### src/rtl/regfile_wb_arbiter.sv
`default_nettype none
// ============================================================================
// Module      : regfile_wb_arbiter
// Description : Shares the register file write port between the ALU (req0)
//               and the load/store unit (req1). Alternates grants when both
//               requesters contend. Registers the winning request onto the
//               write port with one cycle of latency. Keeps a busy
//               scoreboard of destinations that have outstanding writes.
// Ports       : clk, reset (async, active-low)
//               req0_valid/rd/wd -> req0_ready    ALU writeback
//               req1_valid/rd/wd -> req1_ready    LSU writeback
//               issue_valid/rd                    marks a destination busy
//               rf_we/rf_rd/rf_wd                 register file write port
//               busy[2**AW]                       outstanding-write scoreboard
// Revision    : 1.0 - initial release
// ============================================================================
module regfile_wb_arbiter #(
    parameter int XLEN = 32,
    parameter int AW   = 5
) (
    input  logic              clk,
    input  logic              reset,
    input  logic              req0_valid,
    input  logic [AW-1:0]     req0_rd,
    input  logic [XLEN-1:0]   req0_wd,
    output logic              req0_ready,
    input  logic              req1_valid,
    input  logic [AW-1:0]     req1_rd,
    input  logic [XLEN-1:0]   req1_wd,
    output logic              req1_ready,
    input  logic              issue_valid,
    input  logic [AW-1:0]     issue_rd,
    output logic              rf_we,
    output logic [AW-1:0]     rf_rd,
    output logic [XLEN-1:0]   rf_wd,
    output logic [2**AW-1:0]  busy
);

    localparam int NREG = 2**AW;

    // Index of the requester that won the most recent transfer.
    logic              r_last_grant;
    logic              r_we;
    logic [AW-1:0]     r_rd;
    logic [XLEN-1:0]   r_wd;
    logic [NREG-1:0]   r_busy;

    logic              w_gnt0;
    logic              w_gnt1;
    logic              w_xfer;
    logic [AW-1:0]     w_sel_rd;
    logic [XLEN-1:0]   w_sel_wd;
    logic [NREG-1:0]   w_set_mask;
    logic [NREG-1:0]   w_clr_mask;

    // Under contention the requester that did not win last time goes next.
    // Each ready depends only on the two valids and the last grant.
    assign w_gnt0 = req0_valid && (!req1_valid || r_last_grant);
    assign w_gnt1 = req1_valid && (!req0_valid || !r_last_grant);
    assign w_xfer = w_gnt0 || w_gnt1;

    assign req0_ready = w_gnt0;
    assign req1_ready = w_gnt1;

    assign w_sel_rd = w_gnt1 ? req1_rd : req0_rd;
    assign w_sel_wd = w_gnt1 ? req1_wd : req0_wd;

    always_comb begin
        w_set_mask = '0;
        w_clr_mask = '0;
        if (issue_valid) begin
            w_set_mask[issue_rd] = 1'b1;
        end
        if (r_we) begin
            w_clr_mask[r_rd] = 1'b1;
        end
    end

    always_ff @(posedge clk or negedge reset) begin
        if (!reset) begin
            r_last_grant <= 1'b1;
            r_we         <= 1'b0;
            r_rd         <= '0;
            r_wd         <= '0;
            r_busy       <= '0;
        end else begin
            // Writes to x0 are accepted but never reach the register file.
            r_we <= w_xfer && (w_sel_rd != '0);
            if (w_xfer) begin
                r_last_grant <= w_gnt1;
                r_rd         <= w_sel_rd;
                r_wd         <= w_sel_wd;
            end
            // Clear before set so that a newly issued write to the register
            // being retired this cycle keeps it busy. Bit 0 is never busy.
            r_busy <= ((r_busy & ~w_clr_mask) | w_set_mask) & ~{{(NREG-1){1'b0}}, 1'b1};
        end
    end

    assign rf_we = r_we;
    assign rf_rd = r_rd;
    assign rf_wd = r_wd;
    assign busy  = r_busy;

endmodule
`default_nettype wire

### config.mk
export PLATFORM = sky130hd
export DESIGN_NAME = regfile_wb_arbiter
export DESIGN_NICKNAME = d
export VERILOG_FILES = /design/src/rtl/regfile_wb_arbiter.sv
export SDC_FILE = /design/constraint.sdc
export NUM_CORES = 1
export LEC_CHECK = 0
export BUFFER_PORTS_ARGS = -buffer_cell sky130_fd_sc_hd__buf_2
export CORE_AREA = 3 3 75 113
export CTS_CLUSTER_DIAMETER = 100
export DETAILED_ROUTE_END_ITERATION = 8
export DIE_AREA = 0 0 78 116
export PLACE_DENSITY = 0.81
export SLEW_MARGIN = 30
export SYNTH_ARGS = -nofsm -noshare
export SYNTH_HDL_FRONTEND = slang
export SYNTH_SLANG_ARGS = --single-unit
### constraint.sdc
create_clock -name clk -period 1.2 [get_ports clk]
set_input_delay 0.06 -clock clk [delete_from_list [all_inputs] [get_ports clk]]
set_output_delay 0.06 -clock clk [all_outputs]
set_load 0.03 [all_outputs]
==> results of run 1 <==
## state kept, by name, indices dropped and copies added (netlist names)
register      cells
r_last_grant      1
rf_rd             5
rf_we             1
rf_wd            32
busy             31
## path summary, 6_finish.rpt
| check | startpoint | endpoint | slack, ns | cells past startpoint |
|---|---|---|---|---|
| setup / recovery | r_last_grant | rf_wd[13] | -0.1 | 4 |
| hold / removal | req0_wd[19] | rf_wd[19] | 0.005 | 2 |
| setup reg to reg | r_last_grant | rf_wd[13] | -0.1 | 4 |
| hold reg to reg | busy[1] | busy[1] | 0.49 | 2 |
| max in group asynchronous | reset | rf_wd[15] | 0.42 | 3 |
| min in group asynchronous | reset | rf_rd[2] | 0.19 | 2 |
## Yosys cell counts (2+ instances only)
cell type and count:
nor2_1 5, nand3b_1 10, clkbuf_1 3, dfrtp_1 69
buf_2 7, o221a_1 18, o221a_2 17, buf_6 2
or3b_1 5, inv_1 4, buf_4 2, clkbuf_2 2
or3_1 37, o21ai_0 63, or4_1 2, nand2_1 2
o22ai_1 2, nand3_1 5
## metrics by stage
stage	hold slack (ns)	cells	power [uW]	setup TNS (ns)
after floorplan	-0.236	265	5450	-0.662
after global placement	-0.0340	525	6570	-10.05
after detailed placement	-0.0182	525	6670	-13.94
after CTS	0.000525	569	9930	-2.82
after global routing	0.000122	576	10500	-5.86
final	0.00532	576	10000	-3.49
## kinds of logic after synthesis
| logic type | Yosys count | synth area share, % |
|---|---|---|
| buffers and inverters | 20 | 3.53 |
| other | 1 | 0.122 |
| and+or+nand+nor | 67 | 13.8 |
| AOI/OAI and AO/OA | 105 | 24.9 |
| DFF | 70 | 56.9 |
| muxes | 2 | 0.691 |
## final cells by class
cell class,count,area [um2]
clock buffers,10,229
clock inverters,6,111
fillers,582,2720
inverters,4,15.0
multi-input cells,176,1300
flip-flops and latches,70,1760
well taps,102,128
repair buffers,208,1360
## report_power, final
| part | leakage, uW | switching, uW | total [uW] | internal, uW |
|---|---|---|---|---|
| Clock | 0.000163 | 974 | 3000 | 2030 |
| Combinational | 0.00122 | 2310 | 3600 | 1290 |
| Sequential | 0.000773 | 398 | 3410 | 3010 |
| Total | 0.00215 | 3680 | 10000 | 6330 |
## timing repair
item,CTS,global route
buffers inserted,12,1
pin swaps,9,21
setup endpoints to repair,58,68
hold endpoints to repair,62,4
hold buffers,13,4
resized for setup,32,27
cloned,3,2
## worst max-delay path: cells and delay by family (launching register included)
| family | cells | cell delay (ns) |
|---|---|---|
| AO/OA/AOI/OAI | 2 | 0.49 |
| buffers and inverters | 2 | 0.31 |
| flip-flops | 1 | 0.38 |
## routing by layer
metal | track usage [%] | vias up | wire [um]
met2 | 39.8 | 179 | 5270
li1 | - | 1446 | -
met1 | 25.9 | 1530 | 3860
met4 | 7.23 | 0 | 154
met5 | 0 | - | 0
met3 | 6.38 | 15 | 919
==> summary.txt, run 1 <==
Placement
  – Placed Area: between 4000 and 5000 um2
  – Dpl hpwl: 6.73 mm
  – RD Place Congestion: 0.916
  – Port-buffer cells: 154
  – Pre-CTS WS: -0.384 ns

Yosys
  – Sequential share of the synthesized area: 56.9%
  – Top-area cell type share of the netlist area: 56.1%
  – Synth Flop Type: dfrtp_1
  – Syn Nets: 349
  – Synthesized area per cell: around 12 um2
  – Yosys cell types: 28
  – Post-synth top area cell: dfrtp_1
  – Number of synthesized flops with an enable pin: 0
  – Top area cells in the synthesized netlist: dfrtp_1 (56%), o21ai_0 (10%), or3_1 (7.5%), o221a_1 (6.6%), o221a_2 (6.2%)
  – Ys Warns: 0
  – FFs w/ async S/R, synth: between 90% and 100%
  – Syn Std Cell Area: roughly 3100 um2
  – Synth Instances: ~270
  – Yosys reg bits: 70

Final layout
  – Post-route core utilization: 64.3%
  – Post-layout nets: 553
  – Final Cell Area: a little under 5000 um2
  – Most frequent cells in the layout: buf_2 (152), dfrtp_1 (63), o21ai_1 (49)
  – Synth-to-Final Area Change: 59.0%
  – Ant. Diodes: 0
  – Share of layout cells above drive strength 1: 53.2%
  – Most common cell after layout, fill and taps aside: buf_2

STA
  – Final Critical Period: between 1 and 1.5 ns
  – Worst setup margin: -0.0985 ns
  – Clk_skew: 0.00891 ns
  – Maximum clock rate: 770 MHz
  – Final period util: 108%
  – Unrepaired setup endpoints after global routing: yes
  – Final setup viols: 57
  – Final hold violations: 0
  – Max Transition Viols Final: 0

Drt
  – Via density: 5.50
  – Number of remaining DRC errors: 0
  – DRT iter0 DRCs: 157
  – Post-route antenna net violation count: 0
  – DR WL/cell: 17.7 um
  – Via count: ~3,200
  – TritonRoute pass-1 iters: 4
  – Post-Route WL: 10.2 mm

Run status
  – Outcome: finished with violations
  – Failing checks: negative setup slack

Critical path
  – Worst setup SP type: flop
  – Critical Path AT: 1.51 ns
  – CP Capture Type: flop
  – Critical Path Slowest Stage Cell: dfstp_2
  – Crit path kind: reg2reg
  – Critical Path Max Stage Delay: approximately 0.38 ns
  – CP Cell Sequence: a21bo_4 > buf_8 > clkbuf_16 > o221a_2
  – Highest net fanout along the worst path: 7
  – CP required: 1.41 ns

Floorplanning
  – Initial Util: between 40% and 50%
  – Core ar.: 7610 um2
  – Full die area: 9050 um2
  – I/O Pins: 156
  – Die Ht: about 120 um
  – Core Rows: 39
  – Die W: 78 um

Clocking
  – Clock Pin Slew Worst Setup and Hold Paths: 0.05 ns
  – CTS tree: yes
  – Num CTS Buffers: 9
  – Skew-Pair Late Insertion Delay: around 0.33 ns
  – Clock Tree Root: clkbuf_16
  – Clock sinks: 70
  – Clock Tree Buf Depth: 2
  – # H-tree levels: 3

Flow run
  – Max Cap Viol: 0

Pwr
  – PwrDens: ~2000 nW/um2
  – Leak: 0.00215 uW
  – Maximum vdd drop: 988 uV

GRT
  – Largest net degree at the start of global routing: 40
  – GRT Total Usage: 22.4%
  – Grt ovf: 0
  – Initial antenna violation count: 0
  – First-pass GRT wire length: 15.8 mm
  – Vias in the first global route: 3,255

Min path
  – Hold Crit Class: in2reg
Note: power is estimated with default switching activity, not from simulation.
==> inputs of run 2 (changes only) <==
==> constraint.sdc (replaced) <==
create_clock -name clk -period 1.2 [get_ports clk]
set_input_delay 0.18 -clock clk [delete_from_list [all_inputs] [get_ports clk]]
set_output_delay 0.18 -clock clk [all_outputs]
set_load 0.03 [all_outputs]
==> summary.txt, run 2 (synthesis gave the netlist of run 1 again) <==
STA
  – Final hold violations: 0 (unchanged)
  – Clk_skew: 0.00474 ns (-0.00417 ns)
  – Final period util: 118% (+9.4 points)
  – Max Transition Viols Final: 0 (unchanged)
  – Final Critical Period: 1.41 ns (+0.113 ns)
  – Worst setup margin: -0.211 ns (-0.113 ns)
  – Setup TNS: -5.18 ns (-1.70 ns)
  – Final setup viols: 65 (+14%)
  – Unrepaired setup endpoints after global routing: yes
  – Maximum clock rate: 709 MHz (-8.0%)
  – WHS: 0.0876 ns (+0.0822 ns)

Final layout
  – Most common cell after layout, fill and taps aside: buf_2
  – Share of layout cells above drive strength 1: 54.7% (+1.6 points)
  – Post-layout nets: 534 (-3.4%)
  – Max reg flops: 32 (unchanged)
  – Synth-to-Final Area Change: 51.5%
  – Filler cells: 620 (+6.5%)
  – Ant. Diodes: 0 (unchanged)
  – Register Area: 1760 um2 (unchanged)
  – Most frequent cells in the layout: buf_2 (148), dfrtp_1 (63), o21ai_1 (43)
  – Multi-input combinational cell area: 1280 um2 (-1.1%)
  – Final instance count without filler cells: 557 (-3.3%)

Placement
  – Port-buffer cells: 154 (unchanged)
  – Placed insts: 530 (+0.95%)
  – Pre-CTS WS: -0.0840 ns (+0.300 ns)
  – RD Place Congestion: 0.854 (-6.7%)
  – Dpl hpwl: 6.66 mm (-0.99%)

Pwr
  – Leak: 0.00206 uW (-4.4%)
  – Maximum vdd drop: 1090 uV (+11%)
  – PwrDens: 2040 nW/um2 (-0.31%)

Critical path
  – R2R cell count: 4 (unchanged)
  – Crit path kind: reg2out
  – CP required: 1.02 ns (-0.39 ns)
  – Top cell family by delay on the critical path: flip-flops
  – CP Cell Sequence: a21bo_4 > inv_4 > buf_6
  – Highest net fanout along the worst path: 3 (-4)
  – Critical Path Slowest Stage Cell: dfstp_2
  – Worst setup SP type: flop
  – Critical Path AT: 1.23 ns (-0.28 ns)
  – Crit path depth: 3 (-1)
  – CP Capture Type: primary output
  – Worst path buffer plus inverter count: 2 (unchanged)
  – Critical Path Max Stage Delay: 0.58 ns (+0.20 ns)

Floorplanning
  – Initial Util: 40.5% (unchanged)
  – I/O Pins: 156 (unchanged)
  – Die W: 78 um (unchanged)
  – Full die area: 9050 um2 (unchanged)
  – Core ar.: 7610 um2 (unchanged)
  – Die Ht: 116 um (unchanged)
  – Core Rows: 39 (unchanged)

Drt
  – DR WL/cell: 17.5 um (-1.4%)
  – Post-Route WL: 9.73 mm (-4.6%)
  – TritonRoute pass-1 iters: 5 (+1)
  – Via count: 3,087 (-2.6%)
  – Via density: 5.54 (+0.70%)
  – DRT iter0 DRCs: 113 (-28%)
  – Post-route antenna net violation count: 0 (unchanged)
  – Number of remaining DRC errors: 0 (unchanged)

Run status
  – Failing checks: negative setup slack
  – Outcome: finished with violations

Clocking
  – Clock Tree Root: clkbuf_16
  – Clock Pin Slew Worst Setup and Hold Paths: 0.05 ns (about the same)
  – CTS tree: yes
  – # H-tree levels: 3 (unchanged)
  – Skew-Pair Late Insertion Delay: 0.33 ns (about the same)
  – Clock Tree Buf Depth: 2 (unchanged)
  – Num CTS Buffers: 9 (unchanged)
  – Clock sinks: 70 (unchanged)

Min path
  – WHS Path Cells: 2 (unchanged)
  – Hold Crit Class: in2reg

GRT
  – Largest net degree at the start of global routing: 39 (-2.5%)
  – Grt ovf: 0 (unchanged)
  – Vias in the first global route: 3,016 (-7.3%)
  – First-pass GRT wire length: 14.8 mm (-6.3%)
  – Initial antenna violation count: 0 (unchanged)
  – GRT Total Usage: 21.1% (-1.2 points)

Flow run
  – Max Cap Viol: 0 (unchanged)
run 2: cell types whose count changed in the layout (fill, tap and decap cells not counted), sizes merged:
cell	delta
clkinvlp	-1
dlygate4sd3	-16
buf	-1
clkinv	+2
o21ai	-1
bufinv	-2
run 2: metrics by stage:
step                      total power (uW)  utilization, %  cell area [um2]
after floorplan                       5450               -             3100
after global placement                6600            54.3             4130
after detailed placement              6690            54.3             4130
after CTS                             9380            60.1             4580
after global routing                  9950            61.3             4670
final                                 9520            61.3             4670
run 2: worst paths after layout:
check | startpoint | to | slack [ns]
setup / recovery | r_last_grant | req1_ready | -0.21
hold / removal | req1_rd[4] | rf_rd[4] | 0.09
setup reg to reg | r_last_grant | rf_wd[10] | -0.15
hold reg to reg | busy[3] | busy[3] | 0.49
max in group asynchronous | reset | busy[26] | 0.37
min in group asynchronous | reset | rf_wd[30] | 0.46
run 2: final cells by class:
class	count	share of cell area (%)
Clock buffer	11	4.99
Tap cell	102	2.74
Timing Repair Buffer	190	25.6
Clock inverter	5	1.07
Multi-Input combinational cell	175	27.5
Sequential cell	70	37.7
Inverter	4	0.375
run 2: power breakdown:
| part | switching [uW] | leakage (uW) | internal, uW |
|---|---|---|---|
| Clock | 954 | 0.000143 | 1590 |
| Combinational | 2270 | 0.00114 | 1260 |
| Sequential | 423 | 0.000773 | 3020 |
| Total | 3650 | 0.00206 | 5870 |
run 2: repair_timing:
| item | CTS | global route |
|---|---|---|
| setup buffers | 7 | 1 |
| hold buffers | 1 | 0 |
| endpoints found under the setup margin | 55 | 72 |
| hold endpoints to repair | 69 | 0 |
| cloned | 1 | 1 |
| pin swaps | 10 | 14 |
| resized for setup | 32 | 28 |
run 2: metal layers:
metal | routed length [um] | up-vias | track usage (%)
li1 | - | 1406 | -
met1 | 3670 | 1473 | 24.2
met2 | 5010 | 186 | 36.7
met3 | 832 | 22 | 5.37
met4 | 216 | 0 | 10.4
met5 | 0 | - | 0
==> inputs of run 3 (changes only) <==
--- a/config.mk
+++ b/config.mk
@@ -5,12 +5,14 @@
 export SDC_FILE = /design/constraint.sdc
 export NUM_CORES = 1
 export LEC_CHECK = 0
+export ABC_AREA = 1
 export BUFFER_PORTS_ARGS = -buffer_cell sky130_fd_sc_hd__buf_2
-export CORE_AREA = 3 3 75 113
+export CORE_AREA = 3 3 72 108
 export CTS_CLUSTER_DIAMETER = 100
 export DETAILED_ROUTE_END_ITERATION = 8
-export DIE_AREA = 0 0 78 116
-export PLACE_DENSITY = 0.81
+export DIE_AREA = 0 0 75 111
+export PLACE_DENSITY = 0.85
+export REMOVE_ABC_BUFFERS = 1
 export SLEW_MARGIN = 30
 export SYNTH_ARGS = -nofsm -noshare
 export SYNTH_HDL_FRONTEND = slang
==> constraint.sdc (replaced) <==
create_clock -name clk -period 1.3 [get_ports clk]
set_input_delay 0.195 -clock clk [delete_from_list [all_inputs] [get_ports clk]]
set_output_delay 0.195 -clock clk [all_outputs]
set_load 0.03 [all_outputs]
==> summary.txt, run 3 <==
STA
  – Maximum clock rate: 704 MHz
  – WHS: 0.0858 ns (-0.00176 ns)
  – Setup TNS: -3.04 ns (+2.14 ns)
  – Max Transition Viols Final: 0 (unchanged)
  – Final period util: 109%
  – Final hold violations: 0 (unchanged)
  – Final setup viols: 40 (-38%)
  – Worst setup margin: -0.121 ns (+0.0900 ns)
  – Unrepaired setup endpoints after global routing: yes
  – Final Critical Period: 1.42 ns
  – Clk_skew: 0.00672 ns (+0.00198 ns)

Pwr
  – Leak: 0.00221 uW (+7.2%)
  – PwrDens: 1800 nW/um2 (-12%)
  – Maximum vdd drop: 874 uV (-20%)

Floorplanning
  – Die W: 75 um (-3.8%)
  – Die Ht: 111 um (-4.3%)
  – I/O Pins: 156 (unchanged)
  – Initial Util: 45.7% (+5.2 points)
  – Core Rows: 37 (-5.1%)
  – Full die area: 8330 um2 (-8.0%)
  – Core ar.: 6900 um2 (-9.4%)

Yosys
  – Synth Instances: 355 (+34%)
  – Most frequent cell after synthesis: o21ai_0
  – Syn Std Cell Area: 3150 um2 (+2.3%)
  – Top post-synthesis cells by count: o21ai_0 (88), dfrtp_1 (69), nand2_1 (46)
  – Number of synthesized flops with an enable pin: 0 (unchanged)
  – Yosys reg bits: 70 (unchanged)
  – Yosys cell types: 19 (-32%)
  – Sequential share of the synthesized area: 55.6% (-1.3 points)
  – Top-area cell type share of the netlist area: 54.8% (-1.3 points)
  – FFs w/ async S/R, synth: 100% (unchanged)
  – Post-synth top area cell: dfrtp_1
  – Synth Flop Type: dfrtp_1
  – Ys Warns: 0 (unchanged)
  – Synthesized area per cell: 8.87 um2 (-24%)
  – Top area cells in the synthesized netlist: dfrtp_1 (55%), o21ai_0 (14%), o21ai_1 (6.4%), nand2_1 (5.5%), nand3_1 (4.3%)

Critical path
  – Highest net fanout along the worst path: 2 (-1)
  – Worst setup SP type: flop
  – R2R Setup Slk: -0.11 ns (+0.04 ns)
  – Critical Path End: req0_ready
  – CP Launch Point: r_last_grant
  – R2R cell count: 9 (+5)
  – Worst reg2reg startpoint: r_last_grant
  – Crit path kind: reg2out
  – CP required: 1.11 ns (+0.09 ns)
  – CP Capture Type: primary output
  – FF-to-FF End: rf_we
  – Critical Path AT: 1.23 ns (about the same)

Clocking
  – Clock sinks: 70 (unchanged)
  – Clock Tree Buf Depth: 2 (unchanged)
  – Clock Tree Root: clkbuf_8
  – Clock Pin Slew Worst Setup and Hold Paths: 0.07 ns (+0.02 ns)
  – # H-tree levels: 3 (unchanged)
  – Num CTS Buffers: 9 (unchanged)
  – CTS tree: yes
  – Skew-Pair Late Insertion Delay: 0.33 ns (about the same)

Final layout
  – Filler cells: 543 (-12%)
  – Share of layout cells above drive strength 1: 44.0% (-11 points)
  – Ant. Diodes: 0 (unchanged)
  – Most common cell after layout, fill and taps aside: buf_2
  – Synth-to-Final Area Change: 45.4%
  – Post-route core utilization: 66.4% (+5.1 points)
  – Most frequent cells in the layout: buf_2 (152), o21ai_0 (70), dfrtp_1 (67)
  – Max reg flops: 32 (unchanged)
  – Final instance count without filler cells: 610 (+9.5%)
  – Post-layout nets: 614 (+15%)

Min path
  – Hold Crit Class: in2reg

Drt
  – Via density: 5.37 (-3.1%)
  – Post-route antenna net violation count: 0 (unchanged)
  – Via count: 3,277 (+6.2%)
  – TritonRoute pass-1 iters: 4 (-1)
  – Post-Route WL: 9.86 mm (+1.3%)
  – Number of remaining DRC errors: 0 (unchanged)
  – DRT iter0 DRCs: 195 (+73%)
  – DR WL/cell: 16.2 um (-7.5%)

Flow run
  – Max Cap Viol: 0 (unchanged)

GRT
  – Grt ovf: 0 (unchanged)
  – Initial antenna violation count: 0 (unchanged)
  – GRT Total Usage: 23.5% (+2.3 points)
  – Vias in the first global route: 3,185 (+5.6%)
  – First-pass GRT wire length: 15.0 mm (+1.3%)
  – Largest net degree at the start of global routing: 33 (-15%)

Placement
  – Placed insts: 587 (+11%)
  – RD Place Congestion: 0.994 (+16%)
  – Pre-CTS WS: -0.0233 ns (+0.0607 ns)
  – Port-buffer cells: 154 (unchanged)
  – Dpl hpwl: 7.11 mm (+6.6%)

Run status
  – Failing checks: negative setup slack
  – Outcome: finished with violations
-- run 3: layout make-up --
| cell class | count | area (um2) | area share [%] |
|---|---|---|---|
| flip-flops and latches | 70 | 1760 | 38.3 |
| clock inverters | 2 | 35.0 | 0.765 |
| clock buffers | 11 | 141 | 3.09 |
| multi-input cells | 248 | 1320 | 28.9 |
| inverters | 22 | 95.1 | 2.08 |
| repair buffers | 179 | 1130 | 24.7 |
| well taps | 78 | 97.6 | 2.13 |
-- run 3: cells by family after synthesis --
family	share of synthesized area [%]
AO/OA/AOI/OAI	22.2
buffers and inverters	7.11
flip-flops	55.6
other	0.119
AND/OR/NAND/NOR	15.0
-- run 3: metal layers --
metal  global-route usage [%]  routed length (um)  share of wire, %  vias up
met5                        0                   0                 0        -
met4                     11.5                 320               3.2        0
met3                     4.72                 692               7.0       25
met2                     40.6                5310                54      174
met1                     26.2                3540                36     1525
li1                         -                   -                 -     1553
-- run 3: how the worst min path moves through the flow --
stage | to | from | depth (start not counted) | slack [ns]
after floorplan | busy[10] | reset | 0 | -0.10
after global placement | busy[23] | reset | 1 | 0.13
after detailed placement | busy[21] | reset | 1 | 0.13
after CTS | r_last_grant | req0_valid | 2 | 0.05
after global routing | rf_wd[20] | req0_wd[20] | 3 | 0.10
final | r_last_grant | req0_valid | 2 | 0.09
-- run 3: critical path, cell delays in order, from the launching register on --
cell,delay [ns]
dfstp_2,0.56
inv_2,0.06
a21oi_2,0.13
buf_6,0.14
-- run 3: repair_timing --
action | CTS | global route
buffers inserted | 4 | 1
cloned | 0 | 4
hold endpoints to repair | 12 | 0
endpoints found under the setup margin | 9 | 71
gates resized for setup | 34 | 44
hold buffers | 1 | 0
pin swaps | 1 | 7
-- run 3: metrics by stage --
stage / power (uW) / instance area, um2
3_3_place_gp: 6350 / 4050
6_report: 8260 / 4580
4_1_cts: 8160 / 4350
2_1_floorplan: 5220 / 3010
3_5_place_dp: 6440 / 4050
5_1_grt: 8750 / 4580
-- run 3: power breakdown --
part           total (uW)  internal, uW  switching [uW]
logic                3390          1040            2350
clock network        1650           905             750
registers            3210          2840             374
total                8260          4780            3470
